==> src/rtl/scan_ctrl_pkg.sv <==
// Shared types and encodings for the scan chain controller.
// Imported by the controller top module.
package scan_ctrl_pkg;

  typedef enum logic [1:0] {
    IDLE    = 2'd0,
    SHIFT   = 2'd1,
    CAPTURE = 2'd2,
    FLUSH   = 2'd3
  } state_t;

  // NbarT encodings seen by every chain cell
  localparam logic SCAN_SHIFT = 1'b1;
  localparam logic SCAN_FUNC  = 1'b0;

  // Counter width able to hold values 0..n
  function automatic int cnt_w(input int n);
    return $clog2(n) + 1;
  endfunction

endpackage

==> src/rtl/scan_test_ctrl_if.sv <==
// Stimulus/response streams plus the chain-side scan signals of one scan chain.
// The master modport is the controller; the slave modport is the host/netlist side.
interface scan_test_ctrl_if;
  logic pat_valid;
  logic pat_bit;
  logic pat_ready;
  logic resp_valid;
  logic resp_bit;
  logic resp_ready;
  logic so;
  logic nbart;
  logic ce;
  logic si;

  modport master (
    input  pat_valid, pat_bit, resp_ready, so,
    output pat_ready, resp_valid, resp_bit, nbart, ce, si
  );

  modport slave (
    output pat_valid, pat_bit, resp_ready, so,
    input  pat_ready, resp_valid, resp_bit, nbart, ce, si
  );
endinterface

==> src/rtl/scan_bit_counter.sv <==
// Up-counter that wraps to zero after reaching LAST and flags the terminal count.
// Used both for bit positions along the chain and for capture cycles.
module scan_bit_counter #(
  parameter int W    = 4,
  parameter int LAST = 3
) (
  input  logic clk,
  input  logic rst,
  input  logic clr,
  input  logic inc,
  output logic at_last
);

  localparam logic [W-1:0] LAST_V = W'(LAST);

  logic [W-1:0] cnt;

  assign at_last = (cnt == LAST_V);

  always_ff @(posedge clk or posedge rst) begin
    if (rst) begin
      cnt <= '0;
    end else if (clr) begin
      cnt <= '0;
    end else if (inc) begin
      cnt <= at_last ? '0 : cnt + W'(1);
    end
  end

endmodule

==> src/rtl/scan_test_ctrl.sv <==
// Scan chain sequencer: loads stimulus, captures, and unloads responses with the
// unload of pattern n-1 overlapped on the load of pattern n, then a final flush.
module scan_test_ctrl
  import scan_ctrl_pkg::*;
#(
  parameter int CHAIN_LEN      = 8,
  parameter int CAPTURE_CYCLES = 1,
  parameter int PCNT_W         = 16
) (
  input  logic              C,
  input  logic              global_reset,
  input  logic              start,
  input  logic              abort,
  input  logic [PCNT_W-1:0] pattern_count,
  scan_test_ctrl_if.master  bus,
  output logic              busy,
  output logic              done,
  output logic              aborted
);

  localparam int BIT_W = cnt_w(CHAIN_LEN);
  localparam int CAP_W = cnt_w(CAPTURE_CYCLES);

  state_t            state;
  logic [PCNT_W-1:0] pat_left;
  logic              unload_en;
  logic              shift_go;
  logic              step;
  logic              bit_last;
  logic              cap_last;
  logic              bit_clr;
  logic              cap_clr;
  logic              cap_inc;

  // During overlapped load a stimulus bit may only enter when the bit it pushes out is taken
  assign shift_go = bus.pat_valid && (!unload_en || bus.resp_ready);

  always_comb begin
    step           = 1'b0;
    bus.nbart      = SCAN_FUNC;
    bus.ce         = 1'b0;
    bus.si         = 1'b0;
    bus.pat_ready  = 1'b0;
    bus.resp_valid = 1'b0;
    case (state)
      SHIFT: begin
        bus.nbart      = SCAN_SHIFT;
        bus.si         = bus.pat_bit;
        step           = shift_go && !abort;
        bus.ce         = step;
        bus.pat_ready  = step;
        bus.resp_valid = unload_en && bus.pat_valid && !abort;
      end
      CAPTURE: begin
        bus.ce = !abort;
      end
      FLUSH: begin
        bus.nbart      = SCAN_SHIFT;
        step           = bus.resp_ready && !abort;
        bus.ce         = step;
        bus.resp_valid = !abort;
      end
      default: ;
    endcase
  end

  assign bus.resp_bit = bus.so;
  assign busy         = (state != IDLE);

  assign bit_clr = abort || (state == IDLE);
  assign cap_clr = abort || (state != CAPTURE);
  assign cap_inc = (state == CAPTURE);

  scan_bit_counter #(.W(BIT_W), .LAST(CHAIN_LEN - 1)) u_bit_cnt (
    .clk     (C),
    .rst     (global_reset),
    .clr     (bit_clr),
    .inc     (step),
    .at_last (bit_last)
  );

  scan_bit_counter #(.W(CAP_W), .LAST(CAPTURE_CYCLES - 1)) u_cap_cnt (
    .clk     (C),
    .rst     (global_reset),
    .clr     (cap_clr),
    .inc     (cap_inc),
    .at_last (cap_last)
  );

  always_ff @(posedge C or posedge global_reset) begin
    if (global_reset) begin
      state     <= IDLE;
      pat_left  <= '0;
      unload_en <= 1'b0;
      done      <= 1'b0;
      aborted   <= 1'b0;
    end else begin
      done    <= 1'b0;
      aborted <= 1'b0;
      if (abort) begin
        state     <= IDLE;
        pat_left  <= '0;
        unload_en <= 1'b0;
        aborted   <= 1'b1;
      end else begin
        case (state)
          IDLE: begin
            if (start) begin
              if (pattern_count == '0) begin
                done <= 1'b1;
              end else begin
                pat_left  <= pattern_count;
                unload_en <= 1'b0;
                state     <= SHIFT;
              end
            end
          end
          SHIFT: begin
            if (step && bit_last) begin
              if (pat_left != '0) pat_left <= pat_left - PCNT_W'(1);
              state <= CAPTURE;
            end
          end
          CAPTURE: begin
            if (cap_last) begin
              unload_en <= 1'b1;
              state     <= (pat_left != '0) ? SHIFT : FLUSH;
            end
          end
          FLUSH: begin
            if (step && bit_last) begin
              unload_en <= 1'b0;
              done      <= 1'b1;
              state     <= IDLE;
            end
          end
          default: state <= IDLE;
        endcase
      end
    end
  end

endmodule

==> src/flat_wrapper.sv <==
// flat-port wrapper written by rule: the top's interface ports become plain ports
module scan_test_ctrl_flat import scan_ctrl_pkg::*;
#(
  parameter int CHAIN_LEN      = 8,
  parameter int CAPTURE_CYCLES = 1,
  parameter int PCNT_W         = 16
)
  (C, global_reset, start, abort, pattern_count, busy, done, aborted, bus_pat_valid, bus_pat_bit, bus_resp_ready, bus_so, bus_pat_ready, bus_resp_valid, bus_resp_bit, bus_nbart, bus_ce, bus_si);
  scan_test_ctrl_if bus_i ();
  input  logic C;
  input  logic global_reset;
  input  logic start;
  input  logic abort;
  input  logic [PCNT_W-1:0] pattern_count;
  output logic busy;
  output logic done;
  output logic aborted;
  input wire logic [$bits(bus_i.pat_valid)-1:0] bus_pat_valid;
  input wire logic [$bits(bus_i.pat_bit)-1:0] bus_pat_bit;
  input wire logic [$bits(bus_i.resp_ready)-1:0] bus_resp_ready;
  input wire logic [$bits(bus_i.so)-1:0] bus_so;
  output wire logic [$bits(bus_i.pat_ready)-1:0] bus_pat_ready;
  output wire logic [$bits(bus_i.resp_valid)-1:0] bus_resp_valid;
  output wire logic [$bits(bus_i.resp_bit)-1:0] bus_resp_bit;
  output wire logic [$bits(bus_i.nbart)-1:0] bus_nbart;
  output wire logic [$bits(bus_i.ce)-1:0] bus_ce;
  output wire logic [$bits(bus_i.si)-1:0] bus_si;
  assign bus_i.pat_valid = bus_pat_valid;
  assign bus_i.pat_bit = bus_pat_bit;
  assign bus_i.resp_ready = bus_resp_ready;
  assign bus_i.so = bus_so;
  assign bus_pat_ready = bus_i.pat_ready;
  assign bus_resp_valid = bus_i.resp_valid;
  assign bus_resp_bit = bus_i.resp_bit;
  assign bus_nbart = bus_i.nbart;
  assign bus_ce = bus_i.ce;
  assign bus_si = bus_i.si;
  scan_test_ctrl #(.CHAIN_LEN(CHAIN_LEN), .CAPTURE_CYCLES(CAPTURE_CYCLES), .PCNT_W(PCNT_W)) u_core (.C(C), .global_reset(global_reset), .start(start), .abort(abort), .pattern_count(pattern_count), .bus(bus_i), .busy(busy), .done(done), .aborted(aborted));
endmodule
==> config.mk <==
export PLATFORM = sky130hd
export DESIGN_NAME = scan_test_ctrl_flat
export DESIGN_NICKNAME = d
export VERILOG_FILES = /design/src/rtl/scan_ctrl_pkg.sv /design/src/rtl/scan_test_ctrl_if.sv /design/src/rtl/scan_bit_counter.sv /design/src/rtl/scan_test_ctrl.sv /design/src/flat_wrapper.sv
export SDC_FILE = /design/constraint.sdc
export NUM_CORES = 1
export LEC_CHECK = 0
export ABC_AREA = 1
export BUFFER_PORTS_ARGS = -buffer_cell sky130_fd_sc_hd__buf_2
export CAP_MARGIN = 10
export CORE_MARGIN = 1
export CORE_UTILIZATION = 50
export DETAILED_ROUTE_END_ITERATION = 6
export PLACE_DENSITY = 0.82
export SYNTH_ARGS = -nofsm -noshare
export SYNTH_HDL_FRONTEND = slang
export SYNTH_SLANG_ARGS = --single-unit
==> constraint.sdc <==
create_clock -name C -period 1.8 [get_ports C]
set_input_delay 0.09 -clock C [delete_from_list [all_inputs] [get_ports C]]
set_output_delay 0.09 -clock C [all_outputs]
set_load 0.03 [all_outputs]
Word-level counts from Yosys, hierarchy flattened --
Index checks and enable logic that the tools add are counted.
Storage, ports and cells: logic and storage cells 82, input port bits 24, output and inout bits 9, register bits 26
Cells by class: $add $sub $neg 3, equal/unequal tests 11, muxes and demuxes 38, reduce and logical (&&, ||, !) cells 23
Operators by type and width (number):
- $mux 16 | 5
- $pmux 16 s2 | 1
- $logic_not 16->1 | 1
- $mux 1 | 16
- $reduce_bool 16->1 | 1
- $sub 16x1->16 const B | 1
- $reduce_and 5->1 | 3
- $mux 2 | 7
- $mux 4 | 3
- $ne 3x2->1 const B | 3
- $ne 3x3->1 const B | 3
- $pmux 2 s4 | 1
- $logic_and 1x1->1 | 6
- $pmux 1 s2 | 3
- $pmux 1 s3 | 2
- $reduce_bool 2->1 | 3
- $add 4x1->4 const B | 1
- $eq 2x2->1 const B | 2
- $eq 4x3->1 const B | 1
- $reduce_bool 4->1 | 1
- $logic_or 1x1->1 | 3
- $reduce_bool 3->1 | 1
- $eq 2x1->1 const B | 1
- $logic_not 1->1 | 2
- other kinds (4) | 4

Longest topological paths before layout --
depth after elaboration 9, depth in mapped cells 15, gate-level depth less buffers 13

Hierarchy --
Synthesis repeated with hierarchy kept, for this count alone.
Second synthesis, totals: cells, all modules 311, area total of the unflattened synthesis 1973.1 um2
By module, submodules not included:
- scan_test_ctrl | area each 1739.2 um2, cells each 279, sequential area each 525.5 um2, times used 1
- scan_bit_counter at u_core.u_bit_cnt | area each 222.7 um2, cells each 30, sequential area each 100.1 um2, times used 1
- scan_bit_counter at u_core.u_cap_cnt | area each 11.3 um2, cells each 2, sequential area each 0.0 um2, times used 1

Worst setup path before layout --
OpenSTA, ideal clock, no wires.
kind register to register, from reg u_core.state[1], to reg u_core.pat_left[3], data arrival time 1.737 ns, data required time 1.682 ns, cell stages (with the launch flop) 16, period minus slack after synthesis 1.855 ns, library setup time 0.118 ns, setup slack -0.055 ns, buffers on the path 2, path through dfrtp_1 inv_1 ha_1 buf_4 inv_2 nor2_4 nand3_2 nand2_4 nand2_2 nand2_2 nand2_4 nor2_8 inv_4 buf_6 nand2_1 nand2_1
On the way: word-level cells in the longest chain between the ends 5, elaborated cells between the ends (all ways) 13, classes of those cells 6 x eq/ne; 3 x mux; 4 x reduce/logical
RTL lines:
- start, declared | line scan_test_ctrl.sv:24 | state_t state;
- start signal, assigned | line scan_test_ctrl.sv:127 | state <= (pat_left != '0) ? SHIFT : FLUSH;
- $eq 2x2->1 / $eq 2x1->1 (equally long branches) | line scan_test_ctrl.sv:45, scan_test_ctrl.sv:106
- $pmux 1 s2 | line scan_test_ctrl.sv:45 | case (state)
- $logic_and 1x1->1 | line scan_test_ctrl.sv:119 | if (step && bit_last) begin
- $ne 3x2->1 (no line)
- $reduce_and 5->1 (no line)
- end signal, assigned | line scan_test_ctrl.sv:112 | pat_left <= pattern_count;
- end signal, assigned | line scan_test_ctrl.sv:120 | if (pat_left != '0) pat_left <= pat_left - PCNT_W'(1);
- end, declared | line scan_test_ctrl.sv:25 | logic [PCNT_W-1:0] pat_left;
Parallel ways exist; a longest one is shown, timed or not. A chain may end at the register's enable or synchronous reset.

Worst setup path after layout --
from reg u_core.state[1], to out bus_ce
On the way: word-level cells in the longest chain between the ends 2, elaborated cells between the ends (all ways) 4, classes of those cells 3 x eq/ne; 1 x mux
RTL lines:
- $eq 2x2->1 / $eq 2x1->1 (equally long branches) | line scan_test_ctrl.sv:45
- $pmux 1 s3 * | line scan_test_ctrl.sv:45
- end, declared | line flat_wrapper.sv:26 | output wire logic [$bits(bus_i.ce)-1:0] bus_ce;
Every way passes the cells marked *; elsewhere a longest branch is shown, timed or not.

==> metrics.yaml <==
fmax_mhz: 556
rsz0062_at_grt: "true"
p_switching_mw: 1.81
cts_tree: "done"
synth_edf_count: 0
fin_cells: 406
power_density_nw_per_um2: 1480
antenna_cells: 0
dpl_cell_area_um2: 2230
r2r_start: "u_core.state[1]"
drc: 0
wl_per_cell_um: 12.3
critPathKind: "reg2out"
yosys.area_share.xor_xnor_pct: 1.33
routed_wl_mm: 5.01
setup_viol_count_final: 0
min_path_cells: 3
worstPathRequired_ns: 1.71
maxSlewViolCount: 0
syn_area_per_cell_um2: 6.27
worstHoldStart: "start"
seq_power_share_pct: 26.1
htree_levels: 1
ant_nets: 0
synth_mux_area_share_pct: 0
startpoint_type: "flip-flop"
peakVddDrop_mv: 0.791
maxCapViolations: 0
die_x_um: 64.8
track_usage_pct: 25.6
cts.sinks: 25
fillers: 335
internal-power_mw: 1.78
endpoint_kind: "output pin"
pwr-share-clk_pct: 9.4
combinationalPowerShare_pct: 64.5
outcome: "finished clean"
r2r-end: "u_core.pat_left[6]"
fp.dieH_um: 64.8
maxSlewHeadroom_pct: 73.6
skew_ns: 0.00855
p_total_mw: 3.59
num_vias: 2125
pin_count: 33
synth_cell_types: 29
worstRegToRegCells: 13
dieArea_um2: 4190
area_growth_pct: 22.8
grt_max_degree: 26
drt-vias-per-instance: 5.23
dp_hpwl_mm: 3.71
clk_latency_ns: 0.27
layout_common_cells: "nand2_1, nor2_1, buf_2"
synth_compound_area_share_pct: 5.46
hold_class: "in2reg"
dr.pass1.iters: 4
stdcell_area_um2: 2420
initial_utilization_pct: 53.0
clock_path_buffers: 2
reg2reg_slack_ns: 0.002
gp_congestion: 0.881
layout_commonest_cell: "nand2_1"
synthFlopType: "dfrtp_1"
fin_crit_ns: 1.80
antenna_found_initial: 0
critPathArrivalTime_ns: 1.71
ys_seq_elements: 25
crit_fanout: 6
synth-simple-area-share_pct: 47.8
preCtsSetupSlack_ns: 0.0129
synth_area_um2: 1970
p_leak_nw: 1.31
grt_pass1_wl_mm: 8.45
dp.cells: 395
hold_violations: 0
synthAdderAreaFrac_pct: 4.45
yosys_warnings: 0
yosysSeqAreaShare_pct: 31.8
whs_ns: 0.0978
async_reset_ff_share_pct: 100
drive_gt1_share_pct: 22.3
core_um2: 3720
cts-root-buf: "clkbuf_8"
clk_transition_reported_paths_ns: 0.09
synth_top_family_by_area: "simple AND/OR/NAND/NOR gates"
max_slew.worst_pin.slew_ns: 0.396
netlist_instances: 314
overflow: 0
first_global_vias: 1946
switching_share_pct: 50.4
cts_buffers: 3
final_util_pct: 65.1
fin_setup_tns_ns: 0
drt_iter0_markers: 165
io_buffers: 30
syn-num-nets: 345
fin_ws_ns: 0.00167
whs_endpoint: "u_core.done"
min_period_over_period_pct: 99.9
rows: 22
final_nets: 390
[power groups by stage]
stage	Sequential, mW	Combinational (mW)	Clock [mW]
finish	0.938	2.31	0.337
global route	0.965	2.60	0.367
CTS	0.932	2.14	0.339
detailed placement	0.944	2.07	0
global placement	0.935	2.03	0
floorplan	0.894	1.59	0
[cells by family after synthesis]
group	count (synthesis)
buf+inv	41
flops	25
xor+xnor	3
fa+ha+maj	7
simple gates	218
compound gates	20
[final cells by class]
cell class / instances / area [µm²] / share of cell area, %
repair buffers: 49 / 313 / 12.9
clock buffers: 4 / 45.0 / 1.86
flip-flops and latches: 25 / 627 / 25.9
inverters: 32 / 130 / 5.38
multi-input cells: 248 / 1240 / 51.4
well taps: 48 / 60.1 / 2.48
[flip-flops by register name (all words and copies together), names as in the netlist]
register,flops
u_core.done,1
u_core.pat_left,16
u_core.u_bit_cnt.cnt,4
u_core.unload_en,1
u_core.aborted,1
u_core.state,2
[cells in the mapped netlist, drive strengths merged (2+ instances only)]
library cell	number	area (µm²)
nand4	3	18.8
dfrtp	25	626
nor2	62	257
xnor2	2	17.5
nand2	112	440
buf	5	42.5
o21ai	11	55.1
nand3b	4	30.0
a21oi	6	30.0
inv	32	123
nand3	35	185
clkbuf	4	15.0
ha	7	87.6
[metal layers]
metal | vias up | wire length (µm) | global-route usage [%]
met2 | 46 | 2470 | 44.3
met5 | - | 0 | 0
li1 | 1069 | - | -
met1 | 1001 | 2250 | 33.0
met4 | 0 | 82 | 8.89
met3 | 9 | 198 | 2.64
[worst max path at each step]
stage / endpoint / cells past startpoint / from / slack [ns]
2_1_floorplan: u_core.pat_left[3] / 15 / u_core.state[1] / -0.01
6_report: bus_ce / 10 / u_core.state[1] / 0.002
4_1_cts: bus_ce / 9 / u_core.state[0] / 0.01
3_5_place_dp: u_core.pat_left[10] / 11 / u_core.state[0] / 0.01
3_3_place_gp: u_core.pat_left[5] / 12 / u_core.state[0] / 0.06
5_1_grt: u_core.pat_left[6] / 13 / u_core.state[1] / -0.1
[what timing repair did]
action	4_1_cts	5_1_grt
hold buffers	1	0
endpoints found under the hold margin	25	0
resized for setup	6	18
setup endpoints to repair	3	20
pin swaps	1	9
buffers inserted	3	3
[critical path, stage by stage, from the launching register on]
cell	delay, ns
dfrtp_1	0.42
inv_2	0.12
ha_4	0.16
inv_4	0.04
nor2_4	0.11
nand3_4	0.10
nand2_4	0.07
buf_6	0.12
nor2_2	0.03
nor2_1	0.10
buf_4	0.16
Power figures use the tool's default switching activity.
